--- src/rtl/rvc_pkg.sv ---
// Shared RVC definitions for the packer (write side) and the fetch-side decompressor.
package rvc_pkg;

  localparam int unsigned XLEN = 32;
  localparam int unsigned HLEN = 16;

  localparam logic [6:0] OPC_LOAD   = 7'b0000011;
  localparam logic [6:0] OPC_OP_IMM = 7'b0010011;
  localparam logic [6:0] OPC_STORE  = 7'b0100011;
  localparam logic [6:0] OPC_OP     = 7'b0110011;
  localparam logic [6:0] OPC_LUI    = 7'b0110111;

  localparam logic [2:0] F3_ADD = 3'b000;
  localparam logic [2:0] F3_SLL = 3'b001;
  localparam logic [2:0] F3_LW  = 3'b010;
  localparam logic [2:0] F3_XOR = 3'b100;
  localparam logic [2:0] F3_SR  = 3'b101;
  localparam logic [2:0] F3_OR  = 3'b110;
  localparam logic [2:0] F3_AND = 3'b111;

  localparam logic [6:0] F7_BASE = 7'b0000000;
  localparam logic [6:0] F7_ALT  = 7'b0100000;

  localparam logic [1:0] Q0 = 2'b00;
  localparam logic [1:0] Q1 = 2'b01;
  localparam logic [1:0] Q2 = 2'b10;

  localparam logic [HLEN-1:0] C_NOP = 16'h0001;

  // Register reachable through a 3-bit compressed specifier (x8-x15).
  function automatic logic is_creg(input logic [4:0] r);
    return r[4:3] == 2'b01;
  endfunction

  // 12-bit immediate representable as a 6-bit signed field.
  function automatic logic fits_s6(input logic [11:0] v);
    return v[11:5] == {7{v[5]}};
  endfunction

endpackage

--- src/rtl/rvc_compress.sv ---
// Combinational RV32I -> RVC re-encoder; only exact equivalents are compressed.
// Define RVC_PACK_SP_EN to also emit the stack-pointer forms (LWSP/SWSP/ADDI16SP/ADDI4SPN).
module rvc_compress
  import rvc_pkg::*;
(
  input  logic [XLEN-1:0] instr,
  output logic            is_c,
  output logic [HLEN-1:0] c16
);

  logic [6:0]  opc;
  logic [6:0]  f7;
  logic [4:0]  rd;
  logic [4:0]  rs1;
  logic [4:0]  rs2;
  logic [2:0]  f3;
  logic [11:0] imm_i;
  logic [11:0] imm_s;
  logic [19:0] imm_u;
  logic        ca_ok;
  logic [1:0]  ca_op;

  assign opc   = instr[6:0];
  assign rd    = instr[11:7];
  assign f3    = instr[14:12];
  assign rs1   = instr[19:15];
  assign rs2   = instr[24:20];
  assign f7    = instr[31:25];
  assign imm_i = instr[31:20];
  assign imm_s = {instr[31:25], instr[11:7]};
  assign imm_u = instr[31:12];

  // Register-register ALU ops in the CA format (rd == rs1, both compressed regs).
  always_comb begin
    ca_ok = 1'b0;
    ca_op = 2'b00;
    if (rd == rs1 && is_creg(rd) && is_creg(rs2)) begin
      if (f7 == F7_ALT && f3 == F3_ADD) begin
        ca_ok = 1'b1; ca_op = 2'b00;
      end else if (f7 == F7_BASE && f3 == F3_XOR) begin
        ca_ok = 1'b1; ca_op = 2'b01;
      end else if (f7 == F7_BASE && f3 == F3_OR) begin
        ca_ok = 1'b1; ca_op = 2'b10;
      end else if (f7 == F7_BASE && f3 == F3_AND) begin
        ca_ok = 1'b1; ca_op = 2'b11;
      end
    end
  end

  always_comb begin
    is_c = 1'b0;
    c16  = '0;
    case (opc)
      OPC_OP_IMM: begin
        case (f3)
          F3_ADD: begin
            if (rd != 5'd0 && rs1 == 5'd0 && fits_s6(imm_i)) begin
              is_c = 1'b1;
              c16  = {3'b010, imm_i[5], rd, imm_i[4:0], Q1};
            end else if (rd != 5'd0 && rd == rs1 && imm_i != 12'd0 && fits_s6(imm_i)) begin
              is_c = 1'b1;
              c16  = {3'b000, imm_i[5], rd, imm_i[4:0], Q1};
            end
`ifdef RVC_PACK_SP_EN
            else if (rd == 5'd2 && rs1 == 5'd2 && imm_i != 12'd0 && imm_i[3:0] == 4'd0 &&
                     imm_i[11:9] == {3{imm_i[9]}}) begin
              is_c = 1'b1;
              c16  = {3'b011, imm_i[9], 5'd2, imm_i[4], imm_i[6], imm_i[8:7], imm_i[5], Q1};
            end else if (rs1 == 5'd2 && is_creg(rd) && imm_i != 12'd0 &&
                         imm_i[11:10] == 2'd0 && imm_i[1:0] == 2'd0) begin
              is_c = 1'b1;
              c16  = {3'b000, imm_i[5:4], imm_i[9:6], imm_i[2], imm_i[3], rd[2:0], Q0};
            end
`endif
          end
          F3_SLL: begin
            if (f7 == F7_BASE && rd != 5'd0 && rd == rs1 && rs2 != 5'd0) begin
              is_c = 1'b1;
              c16  = {3'b000, 1'b0, rd, rs2, Q2};
            end
          end
          F3_SR: begin
            if ((f7 == F7_BASE || f7 == F7_ALT) && is_creg(rd) && rd == rs1 && rs2 != 5'd0) begin
              is_c = 1'b1;
              c16  = {3'b100, 1'b0, 1'b0, f7[5], rd[2:0], rs2, Q1};
            end
          end
          F3_AND: begin
            if (is_creg(rd) && rd == rs1 && fits_s6(imm_i)) begin
              is_c = 1'b1;
              c16  = {3'b100, imm_i[5], 2'b10, rd[2:0], imm_i[4:0], Q1};
            end
          end
          default: ;
        endcase
      end
      OPC_LUI: begin
        if (rd != 5'd0 && rd != 5'd2 && imm_u != 20'd0 && imm_u[19:5] == {15{imm_u[5]}}) begin
          is_c = 1'b1;
          c16  = {3'b011, imm_u[5], rd, imm_u[4:0], Q1};
        end
      end
      OPC_OP: begin
        if (f7 == F7_BASE && f3 == F3_ADD && rd != 5'd0 && rs2 != 5'd0 && rs1 == 5'd0) begin
          is_c = 1'b1;
          c16  = {4'b1000, rd, rs2, Q2};
        end else if (f7 == F7_BASE && f3 == F3_ADD && rd != 5'd0 && rs2 != 5'd0 && rd == rs1) begin
          is_c = 1'b1;
          c16  = {4'b1001, rd, rs2, Q2};
        end else if (ca_ok) begin
          is_c = 1'b1;
          c16  = {6'b100011, rd[2:0], ca_op, rs2[2:0], Q1};
        end
      end
      OPC_LOAD: begin
        if (f3 == F3_LW) begin
          if (is_creg(rd) && is_creg(rs1) && imm_i[11:7] == 5'd0 && imm_i[1:0] == 2'd0) begin
            is_c = 1'b1;
            c16  = {3'b010, imm_i[5:3], rs1[2:0], imm_i[2], imm_i[6], rd[2:0], Q0};
          end
`ifdef RVC_PACK_SP_EN
          else if (rs1 == 5'd2 && rd != 5'd0 && imm_i[11:8] == 4'd0 && imm_i[1:0] == 2'd0) begin
            is_c = 1'b1;
            c16  = {3'b010, imm_i[5], rd, imm_i[4:2], imm_i[7:6], Q2};
          end
`endif
        end
      end
      OPC_STORE: begin
        if (f3 == F3_LW) begin
          if (is_creg(rs2) && is_creg(rs1) && imm_s[11:7] == 5'd0 && imm_s[1:0] == 2'd0) begin
            is_c = 1'b1;
            c16  = {3'b110, imm_s[5:3], rs1[2:0], imm_s[2], imm_s[6], rs2[2:0], Q0};
          end
`ifdef RVC_PACK_SP_EN
          else if (rs1 == 5'd2 && imm_s[11:8] == 4'd0 && imm_s[1:0] == 2'd0) begin
            is_c = 1'b1;
            c16  = {3'b110, imm_s[5:2], imm_s[7:6], rs2, Q2};
          end
`endif
        end
      end
      default: ;
    endcase
  end

endmodule

--- src/rtl/rvc_packer.sv ---
// Packs a mixed 16/32-bit RVC stream into aligned little-endian 32-bit words.
// Optional SP-relative compression is enabled inside rvc_compress by RVC_PACK_SP_EN.
module rvc_packer
  import rvc_pkg::*;
(
  input  logic            clk,
  input  logic            reset,
  input  logic            in_valid,
  output logic            in_ready,
  input  logic [XLEN-1:0] in_instr,
  input  logic            flush,
  output logic            flush_done,
  output logic            out_valid,
  input  logic            out_ready,
  output logic [XLEN-1:0] out_word,
  output logic [15:0]     comp_count,
  output logic            err
);

  logic            is_c;
  logic [HLEN-1:0] c16;

  logic [HLEN-1:0] half_q, half_d;
  logic            half_v_q, half_v_d;
  logic [XLEN-1:0] out_q, out_d;
  logic            out_v_q, out_v_d;
  logic [15:0]     cnt_q, cnt_d;
  logic            err_q, err_d;
  logic            done_q, done_d;
  logic            accept;

  rvc_compress u_compress (
    .instr (in_instr),
    .is_c  (is_c),
    .c16   (c16)
  );

  assign in_ready   = !out_v_q || out_ready;
  assign accept     = in_valid && in_ready;
  assign out_valid  = out_v_q;
  assign out_word   = out_q;
  assign comp_count = cnt_q;
  assign err        = err_q;
  assign flush_done = done_q;

  // Next-state: an accepted input always wins over flush.
  always_comb begin
    half_d   = half_q;
    half_v_d = half_v_q;
    out_d    = out_q;
    out_v_d  = out_v_q;
    cnt_d    = cnt_q;
    err_d    = err_q;
    done_d   = 1'b0;

    if (out_v_q && out_ready) out_v_d = 1'b0;

    if (accept) begin
      if (in_instr[1:0] != 2'b11) err_d = 1'b1;
      if (is_c) begin
        if (cnt_q != 16'hFFFF) cnt_d = 16'(cnt_q + 16'd1);
        if (half_v_q) begin
          out_d    = {c16, half_q};
          out_v_d  = 1'b1;
          half_v_d = 1'b0;
        end else begin
          half_d   = c16;
          half_v_d = 1'b1;
        end
      end else begin
        out_v_d = 1'b1;
        if (half_v_q) begin
          out_d  = {in_instr[15:0], half_q};
          half_d = in_instr[31:16];
        end else begin
          out_d = in_instr;
        end
      end
    end else if (flush) begin
      if (half_v_q && in_ready) begin
        out_d    = {C_NOP, half_q};
        out_v_d  = 1'b1;
        half_v_d = 1'b0;
      end else if (!half_v_q && !out_v_q) begin
        done_d = 1'b1;
      end
    end
  end

  always_ff @(posedge clk) begin
    if (reset) begin
      half_q   <= '0;
      half_v_q <= 1'b0;
      out_q    <= '0;
      out_v_q  <= 1'b0;
      cnt_q    <= '0;
      err_q    <= 1'b0;
      done_q   <= 1'b0;
    end else begin
      half_q   <= half_d;
      half_v_q <= half_v_d;
      out_q    <= out_d;
      out_v_q  <= out_v_d;
      cnt_q    <= cnt_d;
      err_q    <= err_d;
      done_q   <= done_d;
    end
  end

endmodule

--- config.mk ---
export PLATFORM = sky130hd
export DESIGN_NAME = rvc_packer
export DESIGN_NICKNAME = d
export VERILOG_FILES = /design/src/rtl/rvc_pkg.sv /design/src/rtl/rvc_compress.sv /design/src/rtl/rvc_packer.sv
export SDC_FILE = /design/constraint.sdc
export NUM_CORES = 1
export LEC_CHECK = 0
export CORE_ASPECT_RATIO = 0.7
export CORE_UTILIZATION = 45
export DETAILED_ROUTE_END_ITERATION = 8
export PLACE_DENSITY_LB_ADDON = 0.2
export SYNTH_ARGS = -nofsm -noshare
export SYNTH_HDL_FRONTEND = slang
export SYNTH_SLANG_ARGS = --single-unit
--- constraint.sdc ---
create_clock -name clk -period 5.38 [get_ports clk]
set_input_delay 1.076 -clock clk [delete_from_list [all_inputs] [get_ports clk]]
set_output_delay 1.076 -clock clk [all_outputs]
set_load 0.02 [all_outputs]
* Word-level counts from Yosys, hierarchy flattened
Cells that the tools add are included.
** Storage, ports and cells
- Flip-flop bits (word level) :: 68
- Input port bits :: 37
- Word-level logic and storage cells :: 153
** Operators by class
- $add $sub $neg :: 1
- Equality and inequality tests :: 24
- Mux-type cells :: 61
- Bitwise gates (word level) :: 1
- Reduce and logical (&&, ||, !) cells :: 59
** Operator list (count)
- $mux 16 :: 12
- $mux 32 :: 6
- $pmux 16 s5 :: 1
- $pmux 16 s4 :: 1
- $logic_and 1x1->1 :: 36
- $mux 1 :: 30
- $mux 15 :: 2
- $eq 7x6->1 const B :: 4
- $reduce_bool 20->1 :: 1
- $add 16x1->16 const B :: 1
- $ne 16x16->1 const B :: 1
- $eq 14x14->1 :: 1
- $mux 13 :: 1
- $eq 3x3->1 const B :: 4
- $mux 12 :: 1
- $reduce_and 3->1 :: 4
- $reduce_bool 12->1 :: 1
- $logic_not 5->1 :: 2
- $mux 2 :: 5
- $reduce_bool 5->1 :: 2
- $eq 7x2->1 const B :: 1
- $eq 7x5->1 const B :: 1
- $logic_not 7->1 :: 1
- $eq 2x1->1 const B :: 3
- 17 further kinds :: 24

* Longest topological paths before layout
- Depth in word-level cells :: 14
- Gate-level depth with buffers :: 16
- Mapped depth without buffers :: 14

* Hierarchy
A second synthesis with hierarchy kept.
** Unflattened totals
- Cell total of the unflattened synthesis :: 526
- Area, all modules :: 4247.8 um^2
** Modules (own cells, without submodules)
- rvc_packer :: times used 1, cells an instance 385, area each 3338.2 um^2, seq. area each 1361.3 um^2
- rvc_compress :: times used 1, cells an instance 141, area each 909.6 um^2, seq. area each 0.0 um^2

* Worst setup path before layout
No wires, ideal clock.
- Path type :: input -> register
- Start point :: input port in_instr[2]
- End point :: register half_q[6]
- Setup time :: 130 ps
- Data arrival time :: 3830 ps
- Required time :: 5250 ps
- Path slack :: 1420 ps
- Stages :: 13
- Buffers on the path :: 2
- Path through :: buf_2 -> or4b_1 -> or4_1 -> a2111oi_2 -> a211oi_1 -> o2111a_2 -> clkinv_1 -> ha_1 -> nand2b_1 -> clkbuf_1 -> and3_1 -> a41oi_1 -> o31ai_1
** On the way
- Longest elaborated chain between the ends :: 4
- Elaborated cells between the ends (all ways) :: 12
- Those cells by class :: eq/ne (6); mux (4); reduce/logical (2)
** RTL lines
- start, declared :: line rvc_packer.sv:10 : input logic [XLEN-1:0] in_instr,
- $eq 7x6->1 (tied with other cells) :: line rvc_compress.sv:53 : case (opc)
- $pmux 1 s5 / $pmux 16 s5 (equally long branches) :: line rvc_compress.sv:53
- $ne 2x2->1 (no line) (tied with other cells)
- $reduce_and 3->1 (no line) / $mux 16 (equally long branches)
- end signal, assigned :: line rvc_packer.sv:100 : half_q <= half_d;
- end, declared :: line rvc_packer.sv:23 : logic [HLEN-1:0] half_q, half_d;
Several ways; a longest one is shown, not always the timed one. The select of a mux whose other input is x is not followed.
A chain may end at the register's enable or synchronous reset.

* Worst setup path after layout
- Start point :: input port in_instr[28]
- End point :: register half_q[11]
** On the way
- Longest elaborated chain between the ends :: 13
- Elaborated cells between the ends (all ways) :: 72
- Those cells by class :: eq/ne (4); mux (36); reduce/logical (32)
** RTL lines
- $logic_not 7->1
- $logic_and 1x1->1 :: line rvc_compress.sv:44 : end else if (f7 == F7_BASE && f3 == F3_AND) begin
- $mux 1 :: line rvc_compress.sv:44
- $mux 1 :: line rvc_compress.sv:42 : end else if (f7 == F7_BASE && f3 == F3_OR) begin
- $mux 1 :: line rvc_compress.sv:40 : end else if (f7 == F7_BASE && f3 == F3_XOR) begin
- $mux 1 :: line rvc_compress.sv:38 : if (f7 == F7_ALT && f3 == F3_ADD) begin
- $mux 1 :: line rvc_compress.sv:37 : if (rd == rs1 && is_creg(rd) && is_creg(rs2)) begin
- $mux 1 / $mux 16 (equally long branches) :: line rvc_compress.sv:110 : end else if (ca_ok) begin
- $mux 1 / $mux 16 (equally long branches) :: line rvc_compress.sv:107 : end else if (f7 == F7_BASE && f3 == F3_ADD && rd != 5'd0 && rs2 != 5'd0 && rd == rs1) begin
- $mux 1 / $mux 16 (equally long branches) :: line rvc_compress.sv:104 : if (f7 == F7_BASE && f3 == F3_ADD && rd != 5'd0 && rs2 != 5'd0 && rs1 == 5'd0) begin
- $pmux 1 s5 / $pmux 16 s5 (equally long branches) :: line rvc_compress.sv:53
- $ne 2x2->1 (no line) (tied with other cells)
- $reduce_and 3->1 (no line) / $mux 16 (equally long branches)
Several ways; a longest one is shown, not always the timed one. The select of a mux whose other input is x is not followed.

==> metrics.cfg <==
[layout]
finalNetCount = 707
layout-drive-gt1-share = 0.118
antenna_cells = 0
syn2layout_area_growth_pct = 30.2
layout.cells.non_filler = 799

[floorplanning]
rows = 30
die_height_um = 85.6
dieArea_um2 = 10400
die_w_um = 121
start_util = 0.464
coreArea_um2 = 9680
ios = 89

[routing]
drc = 0
first_pass_iters = 7
via_count = 5428
routed_via_density = 6.79
first_iter_violations = 637
ant_nets = 0
drt-total-wl_um = 18500
routedWlPerCell_um = 23.1

[power]
ir_worst_vdd_v = 0.000160
p_leak_nw = 2.03
design_power_total_mw = 1.37
power_density_nw_per_um2 = 235

[clock_tree]
cts_buffers = 9
cts_num_sinks = 68
hold_buffers = 0
postCtsSetupBuffers = 0
cts-root-buf = clkbuf_16
clk_pin_slew_ps = 60
htreeDepth = 3
insertion_delay_ps = 330
cts_tree = built
clk_path_buf_depth = 2
cts_resized = 0

[placement]
post-dp-hpwl_um = 13600
place_congestion = 1.06
dp_slack_ps = 424
portBuffers = 88
placedCellCount = 783

[critical_path]
critPathArrivalTime_ps = 4950
critical_path.cell_chain = clkdlybuf4s50_1 -> or4_1 -> or4_1 -> nor4b_2 -> a211oi_1 -> o2111a_2 -> clkinv_1 -> ha_1 -> nand2b_1 -> and3_1 -> a41oi_1 -> o31ai_1
cp_common_cell = or4_1
cp_top_family = simple AND/OR/NAND/NOR gates
cp_max_fo = 14
critPathBufInv = 2
endpoint_kind = register
startpoint_type = input port
critPathMaxStageDelay_ps = 700
critPathRequiredTime_ps = 5570
cp_slowest_cell = or4_1
crit_type = in -> reg

[synthesis]
synth_fp_nets = 629
synth-edff-count = 0
yosysWarnings = 0
synthesis.area_um2 = 4500
synth_top_area_share = 0.303
async_reset_ff_frac = 0
yosysMostFrequentCell = dfxtp_1
synthTopCellsByCount = 68 x dfxtp_1, 63 x o21ai_0, 50 x nand2_1, 34 x clkbuf_1
syn_area_per_cell_um2 = 7.65
ys_seq_area_frac = 0.303
synth.ff_latch_count = 68
ys_types = 63
synthFlopType = dfxtp_1
syn_inst = 588
yosysTopAreaCell = dfxtp_1
synth.area.top_cells = dfxtp_1 30%, o21ai_0 7.0%, nand2_1 4.2%

[sta]
worstMarginPinSlew_ps = 1250
slew_viol_final = 0
skew_ps = 7.80
tns_ps = 0
relSlewSlack = 0.157
whs_ps = 473
setup_viol = 0
timing.final.ws_setup_ps = 619
period_minus_slack_ps = 4760
timing.final.crit_share = 0.885
fmax_ghz = 0.210
rsz0062_at_grt = no
hold_viol_final = 0

[grt]
grt_max_degree = 40
grt_pass1_vias = 4886
grt_antenna_before_repair = 1
grt_use_total = 0.360
overflow = 0
grt_pass1_wl_um = 27900

[min_path]
hold_class = reg -> reg

[run]
drv_cap = 0

[outcome]
status = finished clean

-- metal layers --
metal | vias up | routed length (um) | global-route usage
met5 | - | 13 | 0
met4 | 2 | 636 | 0.143
met3 | 65 | 2380 | 0.101
met2 | 380 | 7420 | 0.493
met1 | 2563 | 8010 | 0.523
li1 | 2418 | - | -
-- sequential cells by signal, indices dropped and copies added, names as in the netlist --
signal	flops
half_v_q	1
err	1
comp_count	16
out_valid	1
half_q	16
flush_done	1
out_word	32
-- worst register-to-register path, cell delays in order, from the launching register on --
cell and delay [ps]:
dfxtp_1 350, and4_1 260, and4_1 250, nand4_1 330, nand4_1 390, or3_1 530
or4_1 410, a21oi_1 140
-- cell usage in the layout, fill, tap and decap left out, types with 7 or more instances in the layout --
cell / count
mux2_2: 12
nor3_1: 14
a32oi_1: 10
a22oi_1: 8
clkbuf_16: 9
a31oi_1: 24
and3_1: 7
a211oi_1: 12
buf_4: 35
nor4_1: 7
nand4_1: 21
a21oi_1: 30
or3_1: 9
nand2_1: 50
nor2_1: 32
clkdlybuf4s50_1: 88
o31ai_1: 8
nand3_1: 32
nand2b_1: 8
dfxtp_1: 68
inv_1: 12
or4_1: 10
o21ai_0: 63
nor2b_1: 7
-- area by class of cell --
| type | instances | area [um2] |
|---|---|---|
| fillers | 890 | 3830 |
| clock buffers | 9 | 225 |
| repair buffers | 123 | 1140 |
| clock inverters | 7 | 75.1 |
| well taps | 128 | 160 |
| inverters | 13 | 48.8 |
| multi-input cells | 451 | 2840 |
| flip-flops and latches | 68 | 1360 |
-- stage by stage --
stage | util | area [um2]
global placement | 0.573 | 5550
global route | 0.604 | 5850
floorplan | - | 4500
detailed placement | 0.573 | 5550
finish | 0.604 | 5850
CTS | 0.604 | 5850
-- worst paths after layout --
check | start | to | slack (ps) | cells past startpoint
max reg2reg | comp_count[5]$_SDFFE_PP0P_ | comp_count[15]$_SDFFE_PP0P_ | 2660 | 7
min reg2reg | out_word[18]$_SDFFE_PP0P_ | out_word[18]$_SDFFE_PP0P_ | 470 | 2
max | in_instr[28] | half_q[11]$_SDFFE_PP0P_ | 620 | 12
min | out_word[18]$_SDFFE_PP0P_ | out_word[18]$_SDFFE_PP0P_ | 470 | 2
-- kinds of logic after synthesis --
kind of cell | synth area share
XOR/XNOR | 0.00779
AND/OR/NAND/NOR | 0.297
AO/OA/AOI/OAI | 0.281
adder cells (fa/ha/maj) | 0.0111
flip-flops | 0.303
buffers and inverters | 0.0657
multiplexers | 0.0345
-- where the power goes --
| part | switching (mW) | internal, mW | total (mW) |
|---|---|---|---|
| registers | 0.0106 | 0.521 | 0.532 |
| logic | 0.140 | 0.0953 | 0.235 |
| clock network | 0.246 | 0.362 | 0.607 |
| total | 0.396 | 0.978 | 1.37 |
(Power assumes the default switching activity.)
